--- src/rtl/mips32_pkg.sv ---
// Shared definitions for the mips32 pipeline control slice.
//   - opcode constants for the instruction subset
//   - forwarding-select encodings for EX operand muxes
//   - hazard controller state encoding
//   - scoreboard entry and decoded-dependency structs
//   - fwd_select(): youngest-producer-wins forwarding choice
package mips32_pkg;

   localparam logic [5:0] OP_ADD   = 6'b000000;
   localparam logic [5:0] OP_SUB   = 6'b000001;
   localparam logic [5:0] OP_AND   = 6'b000010;
   localparam logic [5:0] OP_OR    = 6'b000011;
   localparam logic [5:0] OP_SLT   = 6'b000100;
   localparam logic [5:0] OP_LW    = 6'b001000;
   localparam logic [5:0] OP_SW    = 6'b001001;
   localparam logic [5:0] OP_ADDI  = 6'b001010;
   localparam logic [5:0] OP_SUBI  = 6'b001011;
   localparam logic [5:0] OP_SLTI  = 6'b001100;
   localparam logic [5:0] OP_BEQZ  = 6'b001101;
   localparam logic [5:0] OP_BNEQZ = 6'b001110;
   localparam logic [5:0] OP_J     = 6'b010000;
   localparam logic [5:0] OP_HLT   = 6'b111111;

   localparam logic [1:0] FWD_RF  = 2'b00;
   localparam logic [1:0] FWD_EXM = 2'b01;
   localparam logic [1:0] FWD_WB  = 2'b10;

   typedef enum logic [1:0] {
      StRun     = 2'b00,
      StLdStall = 2'b01,
      StDrain   = 2'b10,
      StHalt    = 2'b11
   } hz_state_e;

   // dest == 0 means the entry writes nothing.
   typedef struct packed {
      logic       valid;
      logic [4:0] dest;
      logic       is_load;
      logic       is_hlt;
   } sb_entry_t;

   // Source enables are already cleared for register 0.
   typedef struct packed {
      logic       src1_en;
      logic [4:0] src1;
      logic       src2_en;
      logic [4:0] src2;
      logic       dst_en;
      logic [4:0] dst;
      logic       is_load;
      logic       is_hlt;
   } deps_t;

   // EX/MEM producer is younger than MEM/WB, so it is checked first.
   function automatic logic [1:0] fwd_select(input logic en, input logic [4:0] src,
                                             input sb_entry_t ex, input sb_entry_t mem);
      if (en && ex.valid && (ex.dest == src)) begin
         return FWD_EXM;
      end else if (en && mem.valid && (mem.dest == src)) begin
         return FWD_WB;
      end
      return FWD_RF;
   endfunction

endpackage

--- src/rtl/mips32_hazard_ctrl_if.sv ---
// Bundle between the mips32 datapath and its hazard controller.
//   datapath -> ctrl : id_valid, id_ir, br_taken
//   ctrl -> datapath : pc_we, if_id_we, if_id_flush, id_ex_bubble, fwd_a, fwd_b,
//                      halted, stall_cnt, flush_cnt
// master = datapath side, slave = controller side.
interface mips32_hazard_ctrl_if #(
   parameter int unsigned CNT_W = 16
);
   logic             id_valid;
   logic [31:0]      id_ir;
   logic             br_taken;
   logic             pc_we;
   logic             if_id_we;
   logic             if_id_flush;
   logic             id_ex_bubble;
   logic [1:0]       fwd_a;
   logic [1:0]       fwd_b;
   logic             halted;
   logic [CNT_W-1:0] stall_cnt;
   logic [CNT_W-1:0] flush_cnt;

   modport master (
      output id_valid, id_ir, br_taken,
      input  pc_we, if_id_we, if_id_flush, id_ex_bubble, fwd_a, fwd_b,
             halted, stall_cnt, flush_cnt
   );

   modport slave (
      input  id_valid, id_ir, br_taken,
      output pc_we, if_id_we, if_id_flush, id_ex_bubble, fwd_a, fwd_b,
             halted, stall_cnt, flush_cnt
   );
endinterface

--- src/rtl/mips32_idecode_deps.sv ---
// Combinational register-dependency decode of the instruction held in IF/ID.
//   valid_i : IF/ID holds a real instruction (0 decodes as NOP)
//   ir_i    : IF_ID_IR
//   deps_o  : sources, destination, load and halt flags
module mips32_idecode_deps #(
   parameter logic [5:0] OP_HLT = 6'b111111
) (
   input  logic              valid_i,
   input  logic [31:0]       ir_i,
   output mips32_pkg::deps_t deps_o
);
   import mips32_pkg::*;

   logic [5:0] op;
   logic [4:0] rs, rt, rd;
   logic       unused_ir;

   assign op        = ir_i[31:26];
   assign rs        = ir_i[25:21];
   assign rt        = ir_i[20:16];
   assign rd        = ir_i[15:11];
   assign unused_ir = ^ir_i[10:0];

   always_comb begin
      deps_o = '0;
      if (valid_i) begin
         if (op == OP_HLT) begin
            deps_o.is_hlt = 1'b1;
         end else if (op <= OP_SLT) begin
            deps_o.src1_en = (rs != 5'd0);
            deps_o.src1    = rs;
            deps_o.src2_en = (rt != 5'd0);
            deps_o.src2    = rt;
            deps_o.dst_en  = (rd != 5'd0);
            deps_o.dst     = rd;
         end else if ((op >= OP_ADDI) && (op <= OP_SLTI)) begin
            deps_o.src1_en = (rs != 5'd0);
            deps_o.src1    = rs;
            deps_o.dst_en  = (rt != 5'd0);
            deps_o.dst     = rt;
         end else if (op == OP_LW) begin
            deps_o.src1_en = (rs != 5'd0);
            deps_o.src1    = rs;
            deps_o.dst_en  = (rt != 5'd0);
            deps_o.dst     = rt;
            deps_o.is_load = 1'b1;
         end else if (op == OP_SW) begin
            deps_o.src1_en = (rs != 5'd0);
            deps_o.src1    = rs;
            deps_o.src2_en = (rt != 5'd0);
            deps_o.src2    = rt;
         end else if ((op == OP_BEQZ) || (op == OP_BNEQZ)) begin
            deps_o.src1_en = (rs != 5'd0);
            deps_o.src1    = rs;
         end
         // OP_J and unknown opcodes carry no dependencies.
      end
   end

endmodule

--- src/rtl/mips32_hazard_ctrl.sv ---
// Pipeline sequencing controller for the 5-stage mips32 datapath.
//   clk, rst_n : clock and asynchronous active-low reset
//   bus        : slave side of mips32_hazard_ctrl_if (ID instruction and branch
//                resolution in; PC/IF/ID enables, flush/bubble, registered EX
//                forwarding selects, halt flag and perf counters out)
// A 3-entry scoreboard mirrors ID/EX, EX/MEM and MEM/WB destinations.
module mips32_hazard_ctrl #(
   parameter int unsigned CNT_W  = 16,
   parameter logic [5:0]  OP_HLT = 6'b111111
) (
   input  logic                 clk,
   input  logic                 rst_n,
   mips32_hazard_ctrl_if.slave  bus
);
   import mips32_pkg::*;

   localparam logic [CNT_W-1:0] CntOne = {{(CNT_W-1){1'b0}}, 1'b1};

   hz_state_e  state_q, state_d;
   sb_entry_t  sb_ex_q, sb_mem_q, sb_wb_q, sb_id;
   deps_t      deps;
   logic [1:0] fwd_a_q, fwd_b_q;
   logic [CNT_W-1:0] stall_cnt_q, flush_cnt_q;
   logic       ld_use, br_flush, stall;
   logic       pc_we, if_id_we, if_id_flush, id_ex_bubble;
   logic       unused_sb;

   mips32_idecode_deps #(
      .OP_HLT (OP_HLT)
   ) u_idecode (
      .valid_i (bus.id_valid),
      .ir_i    (bus.id_ir),
      .deps_o  (deps)
   );

   // Load in ID/EX whose result is needed by the instruction in ID.
   assign ld_use = sb_ex_q.valid && sb_ex_q.is_load &&
                   ((deps.src1_en && (deps.src1 == sb_ex_q.dest)) ||
                    (deps.src2_en && (deps.src2 == sb_ex_q.dest)));

   // A halted pipeline ignores branch resolution.
   assign br_flush = bus.br_taken && (state_q != StHalt);

   assign sb_id.valid   = bus.id_valid;
   assign sb_id.dest    = deps.dst_en ? deps.dst : 5'd0;
   assign sb_id.is_load = deps.is_load;
   assign sb_id.is_hlt  = deps.is_hlt;

   always_comb begin
      state_d      = state_q;
      pc_we        = 1'b1;
      if_id_we     = 1'b1;
      if_id_flush  = 1'b0;
      id_ex_bubble = 1'b0;
      stall        = 1'b0;
      unique case (state_q)
         StRun: begin
            if (ld_use) begin
               pc_we        = 1'b0;
               if_id_we     = 1'b0;
               id_ex_bubble = 1'b1;
               stall        = 1'b1;
               state_d      = StLdStall;
            end else if (deps.is_hlt) begin
               state_d = StDrain;
            end
         end
         StLdStall: begin
            state_d = StRun;
         end
         StDrain: begin
            pc_we       = 1'b0;
            if_id_flush = 1'b1;
            if (sb_wb_q.is_hlt) begin
               state_d = StHalt;
            end
         end
         StHalt: begin
            pc_we        = 1'b0;
            if_id_we     = 1'b0;
            id_ex_bubble = 1'b1;
         end
         default: begin
            state_d = StRun;
         end
      endcase
      // Taken branch wins over stall/drain: kill the two wrong-path instructions.
      if (br_flush) begin
         pc_we        = 1'b1;
         if_id_we     = 1'b1;
         if_id_flush  = 1'b1;
         id_ex_bubble = 1'b1;
         stall        = 1'b0;
         state_d      = StRun;
      end
   end

   always_ff @(posedge clk or negedge rst_n) begin
      if (!rst_n) begin
         state_q     <= StRun;
         sb_ex_q     <= '0;
         sb_mem_q    <= '0;
         sb_wb_q     <= '0;
         fwd_a_q     <= FWD_RF;
         fwd_b_q     <= FWD_RF;
         stall_cnt_q <= '0;
         flush_cnt_q <= '0;
      end else begin
         state_q  <= state_d;
         sb_ex_q  <= id_ex_bubble ? '0 : sb_id;
         sb_mem_q <= br_flush ? '0 : sb_ex_q;
         sb_wb_q  <= sb_mem_q;
         fwd_a_q  <= id_ex_bubble ? FWD_RF
                                  : fwd_select(deps.src1_en, deps.src1, sb_ex_q, sb_mem_q);
         fwd_b_q  <= id_ex_bubble ? FWD_RF
                                  : fwd_select(deps.src2_en, deps.src2, sb_ex_q, sb_mem_q);
         if (stall && !(&stall_cnt_q)) begin
            stall_cnt_q <= stall_cnt_q + CntOne;
         end
         if (br_flush && !(&flush_cnt_q)) begin
            flush_cnt_q <= flush_cnt_q + CntOne;
         end
      end
   end

   assign unused_sb = ^{sb_wb_q.valid, sb_wb_q.dest, sb_wb_q.is_load};

   assign bus.pc_we        = pc_we;
   assign bus.if_id_we     = if_id_we;
   assign bus.if_id_flush  = if_id_flush;
   assign bus.id_ex_bubble = id_ex_bubble;
   assign bus.fwd_a        = fwd_a_q;
   assign bus.fwd_b        = fwd_b_q;
   assign bus.halted       = (state_q == StHalt);
   assign bus.stall_cnt    = stall_cnt_q;
   assign bus.flush_cnt    = flush_cnt_q;

endmodule

--- src/flat_wrapper.sv ---
// flat-port wrapper written by rule: the top's interface ports become plain ports
module mips32_hazard_ctrl_flat import mips32_pkg::*;
#(
   parameter int unsigned CNT_W  = 16,
   parameter logic [5:0]  OP_HLT = 6'b111111
)
  (clk, rst_n, bus_id_valid, bus_id_ir, bus_br_taken, bus_pc_we, bus_if_id_we, bus_if_id_flush, bus_id_ex_bubble, bus_fwd_a, bus_fwd_b, bus_halted, bus_stall_cnt, bus_flush_cnt);
  mips32_hazard_ctrl_if #(.CNT_W(CNT_W)) bus_i ();
  input  logic clk;
  input  logic rst_n;
  input wire logic [$bits(bus_i.id_valid)-1:0] bus_id_valid;
  input wire logic [$bits(bus_i.id_ir)-1:0] bus_id_ir;
  input wire logic [$bits(bus_i.br_taken)-1:0] bus_br_taken;
  output wire logic [$bits(bus_i.pc_we)-1:0] bus_pc_we;
  output wire logic [$bits(bus_i.if_id_we)-1:0] bus_if_id_we;
  output wire logic [$bits(bus_i.if_id_flush)-1:0] bus_if_id_flush;
  output wire logic [$bits(bus_i.id_ex_bubble)-1:0] bus_id_ex_bubble;
  output wire logic [$bits(bus_i.fwd_a)-1:0] bus_fwd_a;
  output wire logic [$bits(bus_i.fwd_b)-1:0] bus_fwd_b;
  output wire logic [$bits(bus_i.halted)-1:0] bus_halted;
  output wire logic [$bits(bus_i.stall_cnt)-1:0] bus_stall_cnt;
  output wire logic [$bits(bus_i.flush_cnt)-1:0] bus_flush_cnt;
  assign bus_i.id_valid = bus_id_valid;
  assign bus_i.id_ir = bus_id_ir;
  assign bus_i.br_taken = bus_br_taken;
  assign bus_pc_we = bus_i.pc_we;
  assign bus_if_id_we = bus_i.if_id_we;
  assign bus_if_id_flush = bus_i.if_id_flush;
  assign bus_id_ex_bubble = bus_i.id_ex_bubble;
  assign bus_fwd_a = bus_i.fwd_a;
  assign bus_fwd_b = bus_i.fwd_b;
  assign bus_halted = bus_i.halted;
  assign bus_stall_cnt = bus_i.stall_cnt;
  assign bus_flush_cnt = bus_i.flush_cnt;
  mips32_hazard_ctrl #(.CNT_W(CNT_W), .OP_HLT(OP_HLT)) u_core (.clk(clk), .rst_n(rst_n), .bus(bus_i));
endmodule
--- config.mk ---
export PLATFORM = sky130hd
export DESIGN_NAME = mips32_hazard_ctrl_flat
export DESIGN_NICKNAME = d
export VERILOG_FILES = /design/src/rtl/mips32_pkg.sv /design/src/rtl/mips32_hazard_ctrl_if.sv /design/src/rtl/mips32_idecode_deps.sv /design/src/rtl/mips32_hazard_ctrl.sv /design/src/flat_wrapper.sv
export SDC_FILE = /design/constraint.sdc
export NUM_CORES = 1
export LEC_CHECK = 0
export ABC_AREA = 1
export BUFFER_PORTS_ARGS = -buffer_cell sky130_fd_sc_hd__buf_2
export CAP_MARGIN = 0
export CORE_ASPECT_RATIO = 1.2
export CORE_MARGIN = 5
export CORE_UTILIZATION = 42
export DETAILED_ROUTE_END_ITERATION = 10
export HOLD_SLACK_MARGIN = 0.12
export PLACE_DENSITY = 0.7
export SLEW_MARGIN = 20
export SYNTH_ARGS = -nofsm -noshare
export SYNTH_HDL_FRONTEND = slang
export SYNTH_SLANG_ARGS = --single-unit
--- constraint.sdc ---
create_clock -name clk -period 2.3 [get_ports clk]
set_clock_uncertainty 0.15 [all_clocks]
set_input_delay 0.345 -clock clk [delete_from_list [all_inputs] [get_ports clk]]
set_output_delay 0.345 -clock clk [all_outputs]
set_load 0.03 [all_outputs]
==> out/summary.json <==
{
  "number_of_endpoints_with_negative_hold_slack_in_the_final_report": {"value": 0},
  "met1Wirelength": {"value": 3.39, "unit": "mm"},
  "internal_power": {"value": 1.63, "unit": "mW"},
  "mean_cell_area_of_the_mapped_netlist": {"value": 7.66, "unit": "sq um"},
  "power_switching_share": {"value": 38.2, "unit": "%"},
  "place_congestion": {"value": 0.888},
  "critPathMaxFanout": {"value": 5},
  "cts_tree": {"value": "yes"},
  "ir_drop": {"value": 647, "unit": "uV"},
  "failed_checks": {"value": "setup timing"},
  "remaining_drc_errors": {"value": 0},
  "diodes": {"value": 0},
  "final_design_area_no_fill": {"value": 4440, "unit": "sq um"},
  "max_freq": {"value": 398, "unit": "MHz"},
  "timing_worst_slew_pin_value": {"value": 0.480, "unit": "ns"},
  "finalSetupViolations": {"value": 3},
  "grt_overflow_total": {"value": 0},
  "setup_repair_after_global_routing_missed_its_margin": {"value": "yes"},
  "fp.dieArea": {"value": 9600, "unit": "sq um"},
  "cts-root-to-sink-buffers": {"value": 2},
  "design.core.area": {"value": 7620, "unit": "sq um"},
  "clk_transition_reported_paths": {"value": 0.09, "unit": "ns"},
  "dpl_worst_slack": {"value": -0.372, "unit": "ns"},
  "clock_latency_on_the_worst_skew_pair": {"value": 0.31, "unit": "ns"},
  "synth-warning-count": {"value": 0},
  "timing.hold.ws": {"value": 0.209, "unit": "ns"},
  "fin_ws": {"value": -0.210, "unit": "ns"},
  "synth_seq_area_share": {"value": 41.6, "unit": "%"},
  "floorplan.io_pins": {"value": 77},
  "antenna_violations_before_repair": {"value": 0},
  "die_w": {"value": 90.3, "unit": "um"},
  "cts_inserted_buffers": {"value": 5},
  "power.clock.fraction": {"value": 21.6, "unit": "%"},
  "detail_route.wl_per_cell": {"value": 13.2, "unit": "um"},
  "met3_length": {"value": 380, "unit": "um"},
  "worst_hold_path_type": {"value": "in2reg"},
  "switching_power": {"value": 1.01, "unit": "mW"},
  "synth_cell_area": {"value": 3250, "unit": "sq um"},
  "initialDrtViolationCount": {"value": 76},
  "detailed_router_iteration_count_before_antenna_repair": {"value": 4},
  "antenna_nets_post_route": {"value": 0},
  "minimum_clock_period": {"value": 2.51, "unit": "ns"},
  "timing.slew.headroom": {"value": 68.0, "unit": "%"},
  "clock-root-buffer": {"value": "sky130_fd_sc_hd__clkbuf_8"},
  "post_synth_num_cell_types": {"value": 29},
  "arrival": {"value": 2.02, "unit": "ns"},
  "timing.setup.critical_path_class": {"value": "in2out"},
  "numClockSinks": {"value": 54},
  "combinationalPowerShare": {"value": 35.4, "unit": "%"},
  "htreeDepth": {"value": 2},
  "critPathCaptureType": {"value": "output port"},
  "via_count_of_the_first_global_routing_pass": {"value": 3037},
  "initial_utilization": {"value": 42.6, "unit": "%"},
  "syn-num-nets": {"value": 465},
  "routed-via-count": {"value": 3112},
  "most-common-layout-cells": {"value": "sky130_fd_sc_hd__nand2_1 (96), sky130_fd_sc_hd__inv_1 (60), sky130_fd_sc_hd__buf_2 (58)"},
  "avgViaCountPerCell": {"value": 4.92},
  "dieHeight": {"value": 106, "unit": "um"},
  "layout.cells.most_common": {"value": "sky130_fd_sc_hd__nand2_1"},
  "wl": {"value": 8.32, "unit": "mm"},
  "layout_worst_path_cycle_share": {"value": 109, "unit": "%"},
  "power.total": {"value": 2.64, "unit": "mW"},
  "n_fill_cell": {"value": 689},
  "flip_flop_and_latch_count_after_synthesis": {"value": 54},
  "power.static_leakage": {"value": 2.13, "unit": "nW"},
  "power-per-cell-area": {"value": 595, "unit": "nW/um^2"},
  "io_buffers": {"value": 65},
  "wire_length_of_the_first_global_routing_pass": {"value": 13.7, "unit": "mm"},
  "final_max_slew_viol_count": {"value": 0},
  "dpl_cell_area": {"value": 3970, "unit": "sq um"},
  "global_route.usage.total": {"value": 17.1, "unit": "%"},
  "place_hpwl": {"value": 5.88, "unit": "mm"},
  "worstSetupStartpointType": {"value": "input pin"},
  "floorplan.rows": {"value": 35},
  "placed_cells_incl_taps": {"value": 608},
  "area_growth_syn_to_layout": {"value": 36.6, "unit": "%"},
  "post_route_cells_drive_above_1_share": {"value": 35.7, "unit": "%"},
  "largest_net_degree_at_the_start_of_global_routing": {"value": 32},
  "seq_power_share": {"value": 43.0, "unit": "%"},
  "postSynthCellCount": {"value": 424},
  "critPathRequiredTime": {"value": 1.80, "unit": "ns"},
  "drv.max_cap_violation_count": {"value": 0},
  "routed.top_layer": {"value": "met4"},
  "routed-wl-met2": {"value": 4.22, "unit": "mm"},
  "final-instance-count-excl-fill": {"value": 632},
  "outcome": {"value": "finished with violations"},
  "layout.nets": {"value": 580}
}
state kept, by name, summed over array words and instances, names as in the netlist:
signal,flops
u_core.bus.fwd_a,2
u_core.sb_ex_q,8
u_core.bus.flush_cnt,16
u_core.sb_wb_q,1
u_core.bus.fwd_b,2
u_core.state_q,2
u_core.bus.stall_cnt,16
u_core.sb_mem_q,7
cell families after synthesis:
kind of cell / count (synthesis) / share of synthesized area [%]
adders and majority gates: 5 / 1.93
xor gates and xnor gates: 42 / 11.6
AOI/OAI and AO/OA: 32 / 5.74
buffers and inverters: 72 / 8.86
DFF: 54 / 41.6
and+or+nand+nor: 219 / 30.3
synthesized netlist by cell type, drive strengths merged:
cell type / instances / area, sq um
nor4: 2 / 12.5
xor2: 31 / 279
ha: 5 / 62.6
or2: 1 / 6.26
nand2: 112 / 438
nor3: 10 / 55.1
dfrtp: 54 / 1350
a21oi: 4 / 20.0
nand3: 25 / 150
o211ai: 2 / 15.0
o21ai: 23 / 115
nand4: 12 / 81.3
o211a: 1 / 10.0
nor2: 57 / 241
a211oi: 1 / 7.51
xnor2: 11 / 96.3
o21bai: 1 / 18.8
inv: 65 / 244
buf: 7 / 43.8
timing repair:
action,CTS,global route
endpoints found under the setup margin,5,36
pin swaps,15,27
gates cloned,1,1
endpoints found under the hold margin,18,0
gates resized for setup,36,34
hold buffers,1,0
setup buffers,4,9
power groups by stage:
stage	logic (mW)	clock network, mW	registers [mW]
floorplan	0.432	0	1.28
global placement	0.816	0	1.15
detailed placement	0.833	0	1.16
CTS	0.866	0.595	1.14
global route	1.03	0.637	1.15
finish	0.934	0.571	1.13
worst paths after layout:
kind                       slack, ns                from  cells after the start                        to
min reg2reg                     0.21  u_core.sb_mem_q[0]                      0         u_core.sb_wb_q[0]
max reg2reg                     0.08   u_core.state_q[0]                     14  u_core.bus.flush_cnt[15]
max in group asynchronous       1.00               rst_n                      3  u_core.bus.stall_cnt[10]
max                            -0.21       bus_id_ir[29]                     17          bus_id_ex_bubble
min in group asynchronous       0.36               rst_n                      2         u_core.sb_ex_q[7]
min                             0.21       bus_id_ir[13]                      5         u_core.sb_ex_q[4]
per-stage QoR:
step / utilization, % / setup TNS (ns)
after floorplan: - / 0
after global placement: 52.0 / -5.19
after detailed placement: 52.0 / -7.27
after CTS: 55.3 / -0.735
after global routing: 58.2 / -1.22
final: 58.2 / -0.599
worst max-delay path, stage by stage:
cell                       delay (ns)
sky130_fd_sc_hd__buf_8           0.09
sky130_fd_sc_hd__inv_4           0.03
sky130_fd_sc_hd__nor2_4          0.12
sky130_fd_sc_hd__nand2_2         0.08
sky130_fd_sc_hd__nor2_4          0.11
sky130_fd_sc_hd__buf_6           0.11
sky130_fd_sc_hd__nor2_4          0.04
sky130_fd_sc_hd__nand2_4         0.12
sky130_fd_sc_hd__nand3_4         0.09
sky130_fd_sc_hd__nor2_2          0.09
sky130_fd_sc_hd__nand2_1         0.07
sky130_fd_sc_hd__nor2_2          0.13
sky130_fd_sc_hd__nand3_2         0.10
sky130_fd_sc_hd__nand2_4         0.10
sky130_fd_sc_hd__nand3_4         0.08
sky130_fd_sc_hd__o21bai_4        0.16
sky130_fd_sc_hd__buf_6           0.15
routing by layer:
metal | track usage (%) | vias to the layer above
met5 | 0 | -
met4 | 6.81 | 0
met3 | 3.18 | 28
met2 | 30.6 | 84
met1 | 20.2 | 1456
li1 | - | 1544
cell type report:
cell class / instances / area, sq um / share of cell area (%)
sequential: 54 / 1350 / 30.5
clock buffer: 7 / 86.3 / 1.95
inverter: 65 / 246 / 5.56
tap: 92 / 115 / 2.59
timing repair buffer: 113 / 752 / 16.9
clock inverter: 1 / 8.76 / 0.197
multi-input combinational: 300 / 1880 / 42.3
(Power assumes the default switching activity.)
